$ cat src/rtl/valve_driver.sv
// Two-zone irrigation valve driver: one seal-break / settle / PWM-hold FSM per zone,
// with a shared 2-bit phase counter setting the hold duty cycle.
`timescale 1ns/1ps
module valve_driver #(
    parameter int unsigned SETTLE  = 8,
    parameter int unsigned TIMEOUT = 16
) (
    input  logic       clk,
    input  logic       reset,
    input  logic [1:0] R1,
    input  logic [1:0] R2,
    input  logic [1:0] E,
    input  logic       fb1,
    input  logic       fb2,
    input  logic       clr_fault,
    output logic       V1,
    output logic       V2,
    output logic [1:0] ST1,
    output logic [1:0] ST2,
    output logic       F
);

    localparam int unsigned CW = $clog2(TIMEOUT + 1);
    localparam logic [CW-1:0] SettleLast  = CW'(SETTLE - 1);
    localparam logic [CW-1:0] TimeoutLast = CW'(TIMEOUT - 1);
    localparam logic [CW-1:0] CntMax      = CW'(TIMEOUT);

    typedef enum logic [2:0] {
        StClosed,
        StOpening,
        StOpen,
        StClosing,
        StFault
    } state_e;

    state_e          state_q [2];
    state_e          state_d [2];
    logic [1:0]      level_q [2];
    logic [1:0]      level_d [2];
    logic [CW-1:0]   cnt_q   [2];
    logic [CW-1:0]   cnt_d   [2];
    logic [1:0]      phase_q;

    logic [1:0]      cmd     [2];
    logic            fb      [2];
    logic            err;
    logic            v       [2];
    logic [1:0]      st      [2];
    logic [2:0]      duty    [2];

    always_comb begin
        cmd[0] = R1;
        cmd[1] = R2;
        fb[0]  = fb1;
        fb[1]  = fb2;
    end

    assign err = (E == 2'b11);

    always_ff @(posedge clk or posedge reset) begin
        if (reset) begin
            phase_q <= '0;
            for (int i = 0; i < 2; i++) begin
                state_q[i] <= StClosed;
                level_q[i] <= '0;
                cnt_q[i]   <= '0;
            end
        end else begin
            phase_q <= phase_q + 2'd1;
            for (int i = 0; i < 2; i++) begin
                state_q[i] <= state_d[i];
                level_q[i] <= level_d[i];
                cnt_q[i]   <= cnt_d[i];
            end
        end
    end

    // Fault conditions outrank the error override, which outranks commands.
    always_comb begin
        for (int i = 0; i < 2; i++) begin
            state_d[i] = state_q[i];
            level_d[i] = level_q[i];
            case (state_q[i])
                StClosed: begin
                    if (cmd[i] != 2'b00 && !err) begin
                        state_d[i] = StOpening;
                        level_d[i] = cmd[i];
                    end
                end
                StOpening: begin
                    if (fb[i] && cnt_q[i] >= SettleLast) begin
                        state_d[i] = err ? StClosing : StOpen;
                    end else if (cnt_q[i] == TimeoutLast) begin
                        state_d[i] = StFault;
                    end else if (err) begin
                        state_d[i] = StClosing;
                    end
                end
                StOpen: begin
                    if (!fb[i]) begin
                        state_d[i] = StFault;
                    end else if (err || cmd[i] == 2'b00) begin
                        state_d[i] = StClosing;
                    end else begin
                        level_d[i] = cmd[i];
                    end
                end
                StClosing: begin
                    if (!fb[i] && cnt_q[i] >= SettleLast) begin
                        state_d[i] = StClosed;
                    end else if (cnt_q[i] == TimeoutLast) begin
                        state_d[i] = StFault;
                    end
                end
                StFault: begin
                    if (clr_fault && cmd[i] == 2'b00) begin
                        state_d[i] = StClosed;
                    end
                end
                default: state_d[i] = StClosed;
            endcase

            if (state_d[i] != state_q[i]) begin
                cnt_d[i] = '0;
            end else if (cnt_q[i] != CntMax) begin
                cnt_d[i] = cnt_q[i] + CW'(1);
            end else begin
                cnt_d[i] = cnt_q[i];
            end
        end
    end

    always_comb begin
        for (int i = 0; i < 2; i++) begin
            case (level_q[i])
                2'b01:   duty[i] = 3'd1;
                2'b10:   duty[i] = 3'd2;
                2'b11:   duty[i] = 3'd4;
                default: duty[i] = 3'd0;
            endcase
            v[i]  = 1'b0;
            st[i] = 2'b00;
            case (state_q[i])
                StOpening: begin
                    v[i]  = 1'b1;
                    st[i] = 2'b01;
                end
                StOpen: begin
                    v[i]  = ({1'b0, phase_q} < duty[i]);
                    st[i] = 2'b10;
                end
                StClosing: st[i] = 2'b01;
                StFault:   st[i] = 2'b11;
                default:   st[i] = 2'b00;
            endcase
        end
        V1  = v[0];
        V2  = v[1];
        ST1 = st[0];
        ST2 = st[1];
        F   = (st[0] == 2'b11) | (st[1] == 2'b11);
    end

endmodule

$ cat config.mk
export PLATFORM = sky130hd
export DESIGN_NAME = valve_driver
export DESIGN_NICKNAME = d
export VERILOG_FILES = /design/src/rtl/valve_driver.sv
export SDC_FILE = /design/constraint.sdc
export NUM_CORES = 1
export LEC_CHECK = 0
export CAP_MARGIN = 20
export CORE_ASPECT_RATIO = 0.6
export CORE_MARGIN = 10
export CORE_UTILIZATION = 50
export CTS_CLUSTER_DIAMETER = 40
export DETAILED_ROUTE_END_ITERATION = 12
export GPL_ROUTABILITY_DRIVEN = 0
export PLACE_DENSITY = 0.76
export SYNTH_ARGS = -nofsm -noshare
export SYNTH_HDL_FRONTEND = slang
export SYNTH_SLANG_ARGS = --single-unit
$ cat constraint.sdc
create_clock -name clk -period 2.2 [get_ports clk]
set_clock_uncertainty 0.2 [all_clocks]
set_input_delay 0.44 -clock clk [delete_from_list [all_inputs] [get_ports clk]]
set_output_delay 0.44 -clock clk [all_outputs]
set_load 0.02 [all_outputs]
==> metrics.csv, run 1 <==
metric;value;unit
Worst Setup End Kind;flop;
syn_nets;197;
final wirelength;5260;µm
CP startpoint kind;flop;
synth top area cells;dfrtp_1 (35%), ha_1 (4.7%), xnor2_1 (4.4%), o21ai_0 (3.8%), nor2_1 (3.8%);
ANT cells;0;
Hold Vio Cnt, Final;0;
layout cell share with drive strength beyond 1;37.7;%
Fmax achieved;0.452;GHz
die area;5900;µm²
post-synthesis sequential area ratio;34.7;%
fraction of registers with async set/reset;100;%
Post-synth EDFFs;0;
crit-path max FO;5;
RR Startpoint;cnt_q[6];
clock transition at the registers of the reported paths;80;ps
GRT overflow;0;
Worst Max-Slew Pin Slew;478;ps
yosys warns;0;
mapped cell area;1590;µm²
DRC;0;
largest net degree at the start of global routing;23;
Clk Latency, worst-skew pair;260;ps
CP max stage delay;520;ps
Bufs and invs on worst path;0;
failing checks;negative setup slack;
status;complete, but fails checks;
Crit. Startpoint;cnt_q[6];
Ports;18;
Synth top area share;34.7;%
first-pass GRT wire length;7760;µm
final core utilization;78.1;%
total CTS buffers;3;
cell family with most CP delay;simple AND/OR/NAND/NOR gates;
initial antenna violation count;0;
Pre-antenna DRT Iters;5;
peak supply drop;573;µV
#FFs+latches synth;22;
mean number of vias per cell;6.03;
starting density of the core;53.8;%
Area growth syn-to-layout;45.2;%
WP data required;2180;ps
clk root buf;clkbuf_8;
CP Cell Sequence;ha_4 > a211oi_4 > a21oi_2 > or4b_4 > o211a_4 > nor4_4;
fin crit share;101;%
Pins Over Slew Limit;0;
largest area contributor in the synthesized netlist;dfrtp_1;
cells after synthesis;180;
Slowest-stage cell, CP;or4b_4;
post-route ant nets;0;
input/output buffers;17;
Die W;92.7;µm
fillers;190;
initial DRC count;167;
dpl hpwl;3450;µm
Max-Cap Viols;0;
Core Box Area;2950;µm²
Slew headroom;67.6;%
top-count cell post-synth;dfrtp_1;
Top FF cell, synth;dfrtp_1;
WL/cell;18.9;µm
LEAKAGE;1.01;nW
top cells by count, synth;dfrtp_1 (22), nor2_1 (16), nand2_1 (14);
site row count;15;
Setup violations, final;1;
# nets final;254;
vias in the first global route;1603;
H-tree lvl count;1;
RSZ-0062 raised after global routing;true;
Clock Sinks;22;
WP data arrival;2190;ps
WS Path Type;flop to flop;
average cell area after synthesis;8.81;µm²
P per Cell Area;1130;nW/µm²
clk buf depth;2;
Period minus WS final;2210;ps
die height;63.6;µm
worst slack at placement;-433;ps
Hold WC Path Type;primary input to asynchronous set/reset pin;
CTS Hold Bufs;0;
count of different cell masters after synthesis;51;
final setup margin;-12.8;ps
CTS tree;done;
Vias;1676;
gr usage total;16.0;%
==> path summary, 6_finish.rpt <==
kind                              end  slack [ps]  cells past startpoint
min                          cnt_q[7]         310                      3
max                          cnt_q[7]         -10                      6
max reg2reg                  cnt_q[7]         -10                      6
min reg2reg                level_q[2]         310                      1
max in group asynchronous    cnt_q[2]        1260                      3
min in group clk           level_q[2]         310                      1
==> placed cells by master, fill, tap and decap left out, types with 4 or more instances in the layout <==
| master | n |
|---|---|
| buf_4 | 42 |
| dfrtp_1 | 21 |
| nor2_1 | 15 |
| inv_1 | 13 |
| nand2_1 | 13 |
| o21ai_0 | 9 |
| clkdlybuf4s50_1 | 9 |
| xnor2_1 | 8 |
| a21oi_1 | 7 |
| nand2b_1 | 5 |
| ha_4 | 4 |
| clkbuf_8 | 4 |
==> worst reg2reg max path, delay by kind of cell (launching register included) <==
kind	cells	cell delay, ps
and+or+nand+nor	2	760
AOI/OAI and AO/OA	3	540
DFF	1	420
adders and majority gates	1	200
==> final cells by class <==
class / instances / area (µm²) / share of cell area, %
Multi-Input combinational cell: 139 / 1140 / 49.5
Tap cell: 42 / 52.6 / 2.28
Inverter: 13 / 48.8 / 2.12
Clock buffer: 4 / 55.1 / 2.39
Timing Repair Buffer: 58 / 455 / 19.8
Sequential cell: 22 / 552 / 24.0
==> registers in the layout, summed over array words and instances (netlist names) <==
register and flops:
phase_q 2, state_q 6, cnt_q 10, level_q 4
==> per-stage QoR <==
step                area [µm²]  std cells  hold slack, ps  setup TNS (ps)  total power [W]
global route              2300        278             331            -281          0.00275
CTS                       2190        275             307           -49.7          0.00244
floorplan                 1590        180             229               0          0.00149
global placement          2040        269             283           -2140          0.00199
detailed placement        2040        269             294           -3500          0.00206
finish                    2300        278             305           -12.8          0.00259
==> where the power goes <==
group | total [W] | leakage (nW) | internal, W | switching [W]
combinational | 0.00166 | 0.701 | 0.000738 | 0.000925
clock | 0.000291 | 0.0288 | 0.000160 | 0.000132
sequential | 0.000641 | 0.280 | 0.000533 | 0.000108
==> logic make-up after synthesis <==
group | count (synthesis) | share of synthesized area (%)
AO/OA/AOI/OAI | 47 | 20.8
XOR/XNOR | 10 | 5.53
adder cells (fa/ha/maj) | 6 | 4.74
buffers and inverters | 19 | 5.84
flip-flops | 22 | 34.7
multiplexers | 6 | 4.03
AND/OR/NAND/NOR | 70 | 24.3
==> routing by layer <==
| layer | GRT usage, % | up-vias | wire length (µm) |
|---|---|---|---|
| li1 | - | 764 | - |
| met1 | 18.9 | 803 | 2070 |
| met2 | 27.0 | 93 | 2590 |
| met3 | 5.08 | 16 | 430 |
| met4 | 4.60 | 0 | 160 |
| met5 | 0 | - | 0 |
==> what timing repair did <==
item	CTS	global route
setup endpoints to repair	17	18
gates resized for setup	33	26
cloned	0	0
pin swaps	4	11
setup buffers	2	3
Note: power is estimated with default switching activity, not from simulation.
==> inputs of run 2 (changes only) <==
- MAX_ROUTING_LAYER: not set -> met4
==> metrics.csv, run 2 (synthesis results as in run 1) <==
metric;value;unit;change
Bufs and invs on worst path;0;;unchanged
Pins Over Slew Limit;0;;unchanged
CP Cell Sequence;ha_4 > a211o_2 > o21ai_1 > a21boi_0 > o211a_4 > nor4_4;;
status;complete, but fails checks;;
peak supply drop;578;µV;+0.87%
die area;5900;µm²;unchanged
Setup violations, final;2;;+1
largest net degree at the start of global routing;23;;unchanged
final wirelength;5240;µm;-0.27%
Slowest-stage cell, CP;dfrtp_1;;
Vias;1686;;+0.60%
clk root buf;clkbuf_8;;
LEAKAGE;1.01;nW;unchanged
H-tree lvl count;1;;unchanged
post-route ant nets;0;;unchanged
starting density of the core;53.8;%;unchanged
Design Area, Final;2300;µm²;unchanged
WP data arrival;2210;ps;+20 ps
first-pass GRT wire length;7750;µm;about the same
clk buf depth;2;;unchanged
mean number of vias per cell;6.06;;+0.60%
WL/cell;18.9;µm;-0.27%
input/output buffers;17;;unchanged
Clock Sinks;22;;unchanged
Slew headroom;66.9;%;-0.66 points
Max-Cap Viols;0;;unchanged
DRC;0;;unchanged
WS Path Type;flop to flop;;
initial antenna violation count;0;;unchanged
P per Cell Area;1130;nW/µm²;about the same
crit-path max FO;5;;unchanged
Hold WC Path Type;primary input to asynchronous set/reset pin;;
Ports;18;;unchanged
initial DRC count;189;;+13%
# nets final;254;;unchanged
top flop regs;cnt_q x10, state_q x6, level_q x4;;
Fmax achieved;0.447;GHz;-1.1%
CTS Hold Bufs;0;;unchanged
total CTS buffers;3;;unchanged
fin crit share;102;%;+1.2 points
Clk Latency, worst-skew pair;260;ps;about the same
CP startpoint kind;flop;;
RSZ-0062 raised after global routing;true;;
WP data required;2170;ps;about the same
Placed Instance Area;2040;µm²;unchanged
final setup margin;-38.3;ps;-25.5 ps
Pre-antenna DRT Iters;7;;+2
vias in the first global route;1607;;+0.25%
fillers;190;;unchanged
Area growth syn-to-layout;45.2;%;unchanged
CP max stage delay;420;ps;-100 ps
failing checks;negative setup slack;;
layout cell share with drive strength beyond 1;37.7;%;unchanged
Largest register FFs;10;;unchanged
cell family with most CP delay;compound AO/OA/AOI/OAI gates;;
Worst Max-Slew Pin Slew;488;ps;+9.68 ps
die height;63.6;µm;unchanged
final setup TNS;-40.6;ps;-27.8 ps
most frequent cells in the layout;buf_4 (42), dfrtp_1 (21), nor2_1 (15);;
Worst Setup End Kind;flop;;
Period minus WS final;2240;ps;+25.5 ps
GRT overflow;0;;unchanged
Core Box Area;2950;µm²;unchanged
CTS tree;done;;
dpl hpwl;3450;µm;unchanged
commonest non-fill, non-tap cell in the layout;buf_4;;
ANT cells;0;;unchanged
most flop-heavy register;cnt_q;;
Hold Vio Cnt, Final;0;;unchanged
Die W;92.7;µm;unchanged
site row count;15;;unchanged
clock transition at the registers of the reported paths;80;ps;about the same
gr usage total;16.4;%;+0.43 points
-- run 2: cell counts in the layout (fill, tap and decap cells not counted) --
No cell type changed its count.
-- run 2: area by class of cell --
type	count	area, µm²	area share (%)
Tap cell	42	52.6	2.28
Inverter	13	48.8	2.12
Multi-Input combinational cell	139	1140	49.5
Sequential cell	22	552	24.0
Timing Repair Buffer	58	455	19.8
Clock buffer	4	55.1	2.39
-- run 2: metal layers --
metal  global-route usage (%)  routed length [µm]  vias up
li1                         -                   -      761
met1                     19.0                2120      824
met2                     27.0                2590       85
met3                     4.96                 360       16
met4                     4.60                 165        0
met5                        -                   0        -
-- run 2: what timing repair did --
action,in CTS,in global routing
pin swaps,4,11
setup endpoints to repair,17,18
resized for setup,33,26
buffers inserted,2,3
-- run 2: stage by stage --
stage / setup slack, ps / total power, W / hold slack, ps / cells / utilization [%]
final: -38.3 / 0.00259 / 309 / 278 / 78.1
after global routing: -95.6 / 0.00275 / 332 / 278 / 78.1
after CTS: -49.7 / 0.00244 / 307 / 275 / 74.3
after detailed placement: -433 / 0.00206 / 294 / 269 / 69.1
after global placement: -213 / 0.00199 / 283 / 269 / 69.1
after floorplan: 9.96 / 0.00149 / 229 / 180 / -
-- run 2: worst register-to-register path, stage by stage, from the launching register on --
cell and delay [ps]:
dfrtp_1 420, ha_4 200, a211o_2 310, o21ai_1 260
a21boi_0 200, o211a_4 320, nor4_4 240
-- run 2: power breakdown --
| group | switching (W) | internal (W) |
|---|---|---|
| combinational | 0.000926 | 0.000737 |
| clock | 0.000128 | 0.000159 |
| sequential | 0.000108 | 0.000533 |
| total | 0.00116 | 0.00143 |
-- run 2: worst paths after layout --
check,startpoint,endpoint,slack [ps],depth (start not counted)
worst max-delay path,cnt_q[6],cnt_q[7],-40,6
worst min-delay path,reset,cnt_q[3],310,3
worst max register to register,cnt_q[6],cnt_q[7],-40,6
worst min register to register,level_q[2],level_q[2],310,1
max in group asynchronous,reset,cnt_q[2],1250,3
min in group clk,level_q[2],level_q[2],310,1
